--- config.mk ---
export PLATFORM = sky130hd
export DESIGN_NAME = imm_ext_queue
export DESIGN_NICKNAME = d
export VERILOG_FILES = /design/src/rtl/imm_ext_pkg.sv /design/src/rtl/imm_ext_fifo.sv /design/src/rtl/imm_ext_queue.sv
export SDC_FILE = /design/constraint.sdc
export NUM_CORES = 1
export LEC_CHECK = 0
export CAP_MARGIN = 20
export CORE_ASPECT_RATIO = 1.75
export CORE_MARGIN = 1.5
export CORE_UTILIZATION = 40
export DETAILED_ROUTE_END_ITERATION = 8
export HOLD_SLACK_MARGIN = 0.12
export PLACE_DENSITY = 0.75
export SETUP_SLACK_MARGIN = 0.5
export SLEW_MARGIN = 0
export SYNTH_ARGS = -nofsm -noshare
export SYNTH_HDL_FRONTEND = slang
export SYNTH_SLANG_ARGS = --single-unit
--- constraint.sdc ---
create_clock -name Clk -period 1.9 [get_ports Clk]
set_input_delay 0.38 -clock Clk [delete_from_list [all_inputs] [get_ports Clk]]
set_output_delay 0.38 -clock Clk [all_outputs]
set_load 0.01 [all_outputs]
--- src/rtl/imm_ext_pkg.sv ---
// Shared types and helpers for the LC-3 immediate/offset extension queue.
// Optional feature macro: IMM_EXT_ZEXT_EN (enables the TRAP8 zero-extend mode).
package imm_ext_pkg;

  // Field widths of the LC-3 immediate and offset encodings.
  localparam int IMM5_W    = 5;
  localparam int OFF6_W    = 6;
  localparam int PCOFF9_W  = 9;
  localparam int PCOFF11_W = 11;
  localparam int TRAP8_W   = 8;

  // Field-select encodings; 5..7 are never legal.
  typedef enum logic [2:0] {
    MODE_IMM5    = 3'd0,
    MODE_OFF6    = 3'd1,
    MODE_PCOFF9  = 3'd2,
    MODE_PCOFF11 = 3'd3,
    MODE_TRAP8   = 3'd4
  } imm_mode_e;

  // True when the mode selects a field this build knows how to extend.
  function automatic logic mode_is_legal(input logic [2:0] mode);
    logic legal_s;
    case (mode)
      3'd0, 3'd1, 3'd2, 3'd3: legal_s = 1'b1;
`ifdef IMM_EXT_ZEXT_EN
      3'd4:                   legal_s = 1'b1;
`else
      3'd4:                   legal_s = 1'b0;
`endif
      default:                legal_s = 1'b0;
    endcase
    return legal_s;
  endfunction

endpackage

--- src/rtl/imm_ext_fifo.sv ---
// Generic in-order FIFO with occupancy count. DEPTH must be a power of two
// so the pointers wrap naturally; push when full and pop when empty are
// ignored so a misbehaving neighbour cannot corrupt the pointers.
module imm_ext_fifo #(
  parameter int DEPTH = 2,
  parameter int WIDTH = 19,
  localparam int CNT_W = $clog2(DEPTH + 1)
) (
  input  logic             Clk,
  input  logic             Reset_n,
  input  logic             push,
  input  logic             pop,
  input  logic [WIDTH-1:0] wdata,
  output logic [WIDTH-1:0] rdata,
  output logic [CNT_W-1:0] count,
  output logic             full,
  output logic             empty
);

  localparam int PTR_W = $clog2(DEPTH);

  logic [WIDTH-1:0] mem_r [DEPTH];
  logic [PTR_W-1:0] wr_ptr_r;
  logic [PTR_W-1:0] rd_ptr_r;
  logic [CNT_W-1:0] count_r;
  logic             push_ok_s;
  logic             pop_ok_s;

  assign full      = (count_r == CNT_W'(DEPTH));
  assign empty     = (count_r == {CNT_W{1'b0}});
  assign push_ok_s = push && !full;
  assign pop_ok_s  = pop && !empty;
  assign rdata     = mem_r[rd_ptr_r];
  assign count     = count_r;

  // Storage: cleared on reset so the head reads zero while empty.
  always_ff @(posedge Clk or negedge Reset_n) begin
    if (!Reset_n) begin
      for (int i = 0; i < DEPTH; i++) begin
        mem_r[i] <= '0;
      end
    end else if (push_ok_s) begin
      mem_r[wr_ptr_r] <= wdata;
    end
  end

  // Write and read pointers, each advancing on its own accepted operation.
  always_ff @(posedge Clk or negedge Reset_n) begin
    if (!Reset_n) begin
      wr_ptr_r <= '0;
      rd_ptr_r <= '0;
    end else begin
      if (push_ok_s) begin
        wr_ptr_r <= wr_ptr_r + PTR_W'(1);
      end
      if (pop_ok_s) begin
        rd_ptr_r <= rd_ptr_r + PTR_W'(1);
      end
    end
  end

  // Occupancy: unchanged when a push and a pop land together.
  always_ff @(posedge Clk or negedge Reset_n) begin
    if (!Reset_n) begin
      count_r <= '0;
    end else begin
      case ({push_ok_s, pop_ok_s})
        2'b10:   count_r <= count_r + CNT_W'(1);
        2'b01:   count_r <= count_r - CNT_W'(1);
        default: count_r <= count_r;
      endcase
    end
  end

endmodule

--- src/rtl/imm_ext_queue.sv ---
// Buffered LC-3 immediate/offset extension unit. Extracts the field chosen
// by in_mode, sign- or zero-extends it to DATA_W bits and queues the result
// with its mode tag so decode and the ALU/address consumers stall independently.
// Optional feature macro: IMM_EXT_ZEXT_EN (mode 4, TRAP8 zero-extension).
module imm_ext_queue
  import imm_ext_pkg::*;
#(
  parameter int DATA_W = 16,
  parameter int DEPTH  = 2
) (
  input  logic                       Clk,
  input  logic                       Reset_n,
  input  logic                       in_valid,
  output logic                       in_ready,
  input  logic [15:0]                in_ir,
  input  logic [2:0]                 in_mode,
  output logic                       out_valid,
  input  logic                       out_ready,
  output logic [DATA_W-1:0]          out_data,
  output logic [2:0]                 out_mode,
  output logic [$clog2(DEPTH+1)-1:0] count,
  output logic                       err,
  input  logic                       err_clr
);

  localparam int ENTRY_W = DATA_W + 3;

  logic [DATA_W-1:0]          ext_s;
  logic                       legal_s;
  logic                       fire_s;
  logic                       push_s;
  logic                       bad_beat_s;
  logic                       pop_s;
  logic                       full_s;
  logic                       empty_s;
  logic [ENTRY_W-1:0]         rdata_s;
  logic [$clog2(DEPTH+1)-1:0] count_s;
  logic                       ready_en_r;
  logic                       err_r;
  logic                       unused_ir_s;

  // IR[15:11] never feeds any extension field.
  assign unused_ir_s = &{1'b0, in_ir[15:11]};

  // Field extraction and extension; sign extension comes from the signed cast.
  always_comb begin
    ext_s = '0;
    case (imm_mode_e'(in_mode))
      MODE_IMM5:    ext_s = DATA_W'($signed(in_ir[IMM5_W-1:0]));
      MODE_OFF6:    ext_s = DATA_W'($signed(in_ir[OFF6_W-1:0]));
      MODE_PCOFF9:  ext_s = DATA_W'($signed(in_ir[PCOFF9_W-1:0]));
      MODE_PCOFF11: ext_s = DATA_W'($signed(in_ir[PCOFF11_W-1:0]));
`ifdef IMM_EXT_ZEXT_EN
      MODE_TRAP8:   ext_s = DATA_W'(in_ir[TRAP8_W-1:0]);
`endif
      default:      ext_s = '0;
    endcase
  end

  // Handshake glue: illegal beats complete the handshake but are dropped.
  assign legal_s    = mode_is_legal(in_mode);
  assign in_ready   = ready_en_r && !full_s;
  assign fire_s     = in_valid && in_ready;
  assign push_s     = fire_s && legal_s;
  assign bad_beat_s = fire_s && !legal_s;
  assign out_valid  = !empty_s;
  assign pop_s      = out_valid && out_ready;

  // Holds in_ready low during reset and for the cycle of its release.
  always_ff @(posedge Clk or negedge Reset_n) begin
    if (!Reset_n) begin
      ready_en_r <= 1'b0;
    end else begin
      ready_en_r <= 1'b1;
    end
  end

  // Sticky illegal-mode flag; a new illegal beat outranks err_clr.
  always_ff @(posedge Clk or negedge Reset_n) begin
    if (!Reset_n) begin
      err_r <= 1'b0;
    end else if (bad_beat_s) begin
      err_r <= 1'b1;
    end else if (err_clr) begin
      err_r <= 1'b0;
    end else begin
      err_r <= err_r;
    end
  end

  imm_ext_fifo #(
    .DEPTH (DEPTH),
    .WIDTH (ENTRY_W)
  ) u_fifo (
    .Clk     (Clk),
    .Reset_n (Reset_n),
    .push    (push_s),
    .pop     (pop_s),
    .wdata   ({ext_s, in_mode}),
    .rdata   (rdata_s),
    .count   (count_s),
    .full    (full_s),
    .empty   (empty_s)
  );

  assign out_data = rdata_s[ENTRY_W-1:3];
  assign out_mode = rdata_s[2:0];
  assign count    = count_s;
  assign err      = err_r;

endmodule

# Word-level counts from Yosys, hierarchy flattened
# Cells that the tools add are included.
# op_classes
shift	0
reduce_logical	16
muxes	11
div	0
n_bitwise	2
n_eq_ne	6
add_sub_neg	4
multipliers	0
n_lt_le_gt_ge	3
# ops
cell	n
$mux W19	4
$pmux W16 S4	1
$bwmux W38	1
$demux W19 S1	1
$logic_and A1 B1 Y1	8
$eq A3 B2 Y1 const B	2
$eq A2 B2 Y1 const B	2
$ge A2 B2 Y1 const B	2
$not A1 Y2	2
$pmux W2 S2	1
$reduce_bool A2 Y1	2
$reduce_or A4 Y1	1
$eq A3 B1 Y1 const B	1
$logic_not A1 Y1	3
$logic_not A3 Y1	1
$mux W1	3
$add A1 B1 Y1 const B	2
$add A2 B1 Y2 const B	1
$eq A2 B1 Y1 const B	1
$logic_not A2 Y1	1
$lt A2 B1 Y1 const B	1
$sub A2 B1 Y2 const B	1
# totals
out_inout_bits	24
latch_bits	0
romBits	0
ram_bits	0
regBits	44
mem_count	0
input_bits	24

# Longest topological paths before layout
# logic_depth
depth_word	8
depth_mapped	6
depth_no_buf	6

# Hierarchy
# From an unflattened synthesis, not the netlist that was laid out.
# unflattened
cells_unflattened	146
hier_area_um2	2147.1
# modules_own_cells
mod	cells_each	area_each_um2	instances
imm_ext_fifo	119	1914.3	1
imm_ext_queue	27	232.7	1

# Worst setup path after synthesis
# Ideal clock, no wire load.
# synth_path
path_kind	reg2reg
start	reg u_fifo.count_r[1] (netlist: u_fifo.count[1])
end	reg u_fifo.count_r[1] (netlist: u_fifo.count[1])
stages_incl_launch_ff	6
path_buffers	0
slack_ns	0.241
t_arrival_ns	1.580
cell_sequence	dfrtp_1 nor2b_2 or3_1 ha_1 nor2_1 xor2_1
# synth_between
elab_chain_len	8
elab_cells_between_ends	16
# synth_lines
item	line	rtl
from (decl)	imm_ext_fifo.sv:25	logic [CNT_W-1:0] count_r;
from (signal assigned)	imm_ext_fifo.sv:68	2'b10: count_r <= count_r + CNT_W'(1);
from (signal assigned)	imm_ext_fifo.sv:69	2'b01: count_r <= count_r - CNT_W'(1);
from (signal assigned)	imm_ext_fifo.sv:70	default: count_r <= count_r;
$eq A2 B2 Y1	imm_ext_fifo.sv:29	assign full = (count_r == CNT_W'(DEPTH));
$logic_not A1 Y1	imm_ext_fifo.sv:31, imm_ext_queue.sv:62	
$logic_and A1 B1 Y1	imm_ext_queue.sv:62	assign in_ready = ready_en_r && !full_s;
$logic_and A1 B1 Y1	imm_ext_queue.sv:63	assign fire_s = in_valid && in_ready;
$logic_and A1 B1 Y1	imm_ext_queue.sv:64	assign push_s = fire_s && legal_s;
$logic_and A1 B1 Y1	imm_ext_fifo.sv:31	assign push_ok_s = push && !full;
$eq A2 B1 Y1 or $eq A2 B2 Y1 (tied branches)	imm_ext_fifo.sv:67	case ({push_ok_s, pop_ok_s})
$pmux W2 S2 or $reduce_bool A2 Y1 (tied branches)	n/a	
# Several ways; a longest one is shown, not always the timed one.
# A chain may end at the register's enable or synchronous reset.

# Worst setup path after layout
# layout_path
start	reg u_fifo.rd_ptr_r
end	out out_data[9]
# layout_between
elab_chain_len	4
# layout_lines
item	line	rtl
from (decl)	imm_ext_fifo.sv:24	logic [PTR_W-1:0] rd_ptr_r;
from (signal assigned)	imm_ext_fifo.sv:57	rd_ptr_r <= rd_ptr_r + PTR_W'(1);
$not A1 Y2 (implied by the code)	imm_ext_fifo.sv:33	assign rdata = mem_r[rd_ptr_r];
$mux W19 (implied by the code) (3 in a row)	imm_ext_fifo.sv:33	
to (decl)	imm_ext_queue.sv:19	output logic [DATA_W-1:0] out_data,
# No other way between the ends. The select of a mux whose other input is x is not followed.

==> qor.txt <==
Layout Nets: 215
critical path, cell by cell: buf_6, buf_6, mux2_4, buf_6
skew final: 0.004567 ns
largest net degree at the start of global routing: 35
root buffer cell: clkbuf_8
met3 wire length: 202 um
Total Routing Usage GR: 18.64%
final wirelength: 4168 um
die area: 4578 um^2
final hold vios: 0
Non-Filler Instances: 239
outcome: finished clean
die height: 88.39 um
M1 wire length: 1486 um
syn_nets: 146
leakage: 1.278 nW
maxcap violations: 0
Yosys top cell area share: 51.05%
CP Max Fanout: 7
TritonCTS Buffers: 5
RD Place Congestion: 0.8287
count of final max-slew check failures: 0
width of the die: 51.80 um
core area: 3941 um^2
post-DR wirelength/cell: 17.44 um
CP arrival: 1.39 ns
final setup violating endpoints: 0
CTS HTree Levels: 2
Overflow after GRT: 0
VDD IR max: 1.206 mV
fmax: 564.8 MHz
Cells after DPL: 209
Clock Tree Buf Depth: 2
CP startpoint kind: flop
drt drc: 0
Slowest cell on crit path: dfrtp_1
Mapped Area: 1667 um^2
I/O Buffers: 42
Power, Total: 0.004207 W
DR iter-0 viols: 6
sequential cell area fraction in the yosys report: 51.05%
final setup TNS: 0 ns
RSZ-0062 raised after global routing: yes
synthesized flop and latch total: 34
CTS tree: built
Vias/cell: 5.000
FILL cells: 274
crit end category: output pin
Syn Area/Cell: 13.77 um^2
worst skew pair latency: 0.28 ns
PnR worst setup slack: 0.1295 ns
n_diodes: 0
drt first pass iters: 4
fin crit share: 93.19%
Ys Warns: 0
initial antenna violation count: 0
vias in the first global route: 1349
Clk pin slew, worst setup/hold paths: 0.07 ns
P&R area growth vs syn: 60.51%
Synth cell types: 27
Synth area leader: dfrtp_1
post-place setup slack: -0.1441 ns
via count: 1195
# clock sinks: 34
kind of critical path: reg2out
largest cells by area after synthesis: dfrtp_1, mux2_2, mux2i_1
hold crit path type: reg2reg
top layer in use: met4
I/O pins: 48
initial core utilization: 42.29%
PD cells: 1573 nW/um^2
met2 wire length: 2401 um
layout cells sized above 1: 57.07%
most used cell, CP: buf_6
Rows: 30
cells after synthesis: 121
global-route wire length before repair: 6223 um
Final min period: 1.771 ns
Antenna Nets Post-Route: 0
CP required: 1.52 ns
post-DP HPWL: 2491 um
Worst path max stage delay: 0.42 ns
hold_ws: 0.4844 ns
## metrics by stage
stage | instance area [um^2] | util, %
6_report | 2675 | 67.87
5_1_grt | 2675 | 67.87
4_1_cts | 2526 | 64.10
3_5_place_dp | 2213 | 56.16
3_3_place_gp | 2213 | 56.16
2_1_floorplan | 1728 | -
## registers in the layout, summed over array words and instances (netlist names)
register	flops
u_fifo.mem_r	28
u_fifo.count	2
err	1
ready_en_r	1
u_fifo.rd_ptr_r	1
u_fifo.wr_ptr_r	1
## cells in the final DEF (no fill, tap or decap), types with 5 or more instances in the layout
cell,instances
mux2_2,7
buf_4,15
clkbuf_8,5
mux2_4,33
buf_6,27
dfrtp_1,33
mux2i_1,5
clkdlybuf4s50_1,15
nor2b_1,5
dlygate4sd2_1,10
## critical path, delay by kind of cell (launching register included)
kind     cells  cell delay (ns)
flops        1             0.42
buf+inv      3             0.40
mux          1             0.29
## report_power, final
| group | leakage (nW) | total (W) | internal [W] | switching [W] |
|---|---|---|---|---|
| registers | 0.419 | 0.00125 | 0.00104 | 0.000205 |
| clock network | 0.0395 | 0.000506 | 0.000260 | 0.000246 |
| logic | 0.819 | 0.00245 | 0.00160 | 0.000851 |
| total | 1.28 | 0.00421 | 0.00291 | 0.00130 |
## cells by family (layout without fill, tap and decap cells)
group	Yosys count	in the layout	share of synthesized area, %
XOR/XNOR	5	5	2.628
buffers and inverters	14	84	5.180
AND/OR/NAND/NOR	15	15	7.583
AO/OA/AOI/OAI	6	6	2.552
other	1	1	0.2250
multiplexers	45	45	30.03
adder cells (fa/ha/maj)	1	1	0.7506
flip-flops	34	34	51.05
## synth_stat cells
| library cell | number |
|---|---|
| nor4_4 | 1 |
| nor2b_1 | 6 |
| mux2i_1 | 5 |
| and2_1 | 1 |
| clkbuf_1 | 2 |
| ha_1 | 1 |
| a211oi_1 | 3 |
| nand2_1 | 1 |
| or3_1 | 1 |
| mux2_2 | 40 |
| nor2_1 | 1 |
| a21oi_1 | 1 |
| xor2_1 | 2 |
| clkbuf_2 | 1 |
| nor4b_4 | 1 |
| dfrtp_1 | 34 |
| or3b_2 | 1 |
| or2_2 | 1 |
| conb_1 | 1 |
| buf_2 | 2 |
| a32o_1 | 1 |
| nor2b_2 | 1 |
| xnor2_1 | 3 |
| buf_6 | 1 |
| inv_1 | 2 |
| buf_4 | 6 |
| o21ai_0 | 1 |
## worst paths after layout
kind	start	to	slack, ns	depth (start not counted)
worst max-delay path	u_fifo.rd_ptr_r$_DFFE_PN0P_	out_data[9]	0.13	4
worst min-delay path	err$_DFFE_PN0P_	err$_DFFE_PN0P_	0.48	1
worst max register to register	u_fifo.count[1]$_DFFE_PN0P_	u_fifo.count[1]$_DFFE_PN0P_	0.22	7
worst min register to register	err$_DFFE_PN0P_	err$_DFFE_PN0P_	0.48	1
max in group asynchronous	Reset_n	u_fifo.count[0]$_DFFE_PN0P_	1.06	2
min in group asynchronous	Reset_n	ready_en_r$_DFF_PN0_	0.51	2
## routing by layer
| metal | vias up | global-route usage (%) |
|---|---|---|
| met5 | - | 0 |
| met4 | 0 | 8.134 |
| met3 | 11 | 4.730 |
| met2 | 38 | 32.98 |
| met1 | 593 | 20.73 |
| li1 | 553 | - |
## cell type report
class,count,area (um^2),share of cell area (%)
timing repair buffer,74,759.5,28.39
multi-input combinational,73,915.9,34.24
sequential,34,852.1,31.85
tap,48,60.06,2.245
clock buffer,8,80.08,2.993
inverter,2,7.507,0.2806
## timing repair
action | 4_1_cts | 5_1_grt
buffers inserted | 14 | 6
gates resized for setup | 120 | 22
hold buffers | 0 | 0
endpoints found under the setup margin | 54 | 53
cloned | 1 | 1
pin swaps | 6 | 1
Note: power is estimated with default switching activity, not from simulation.
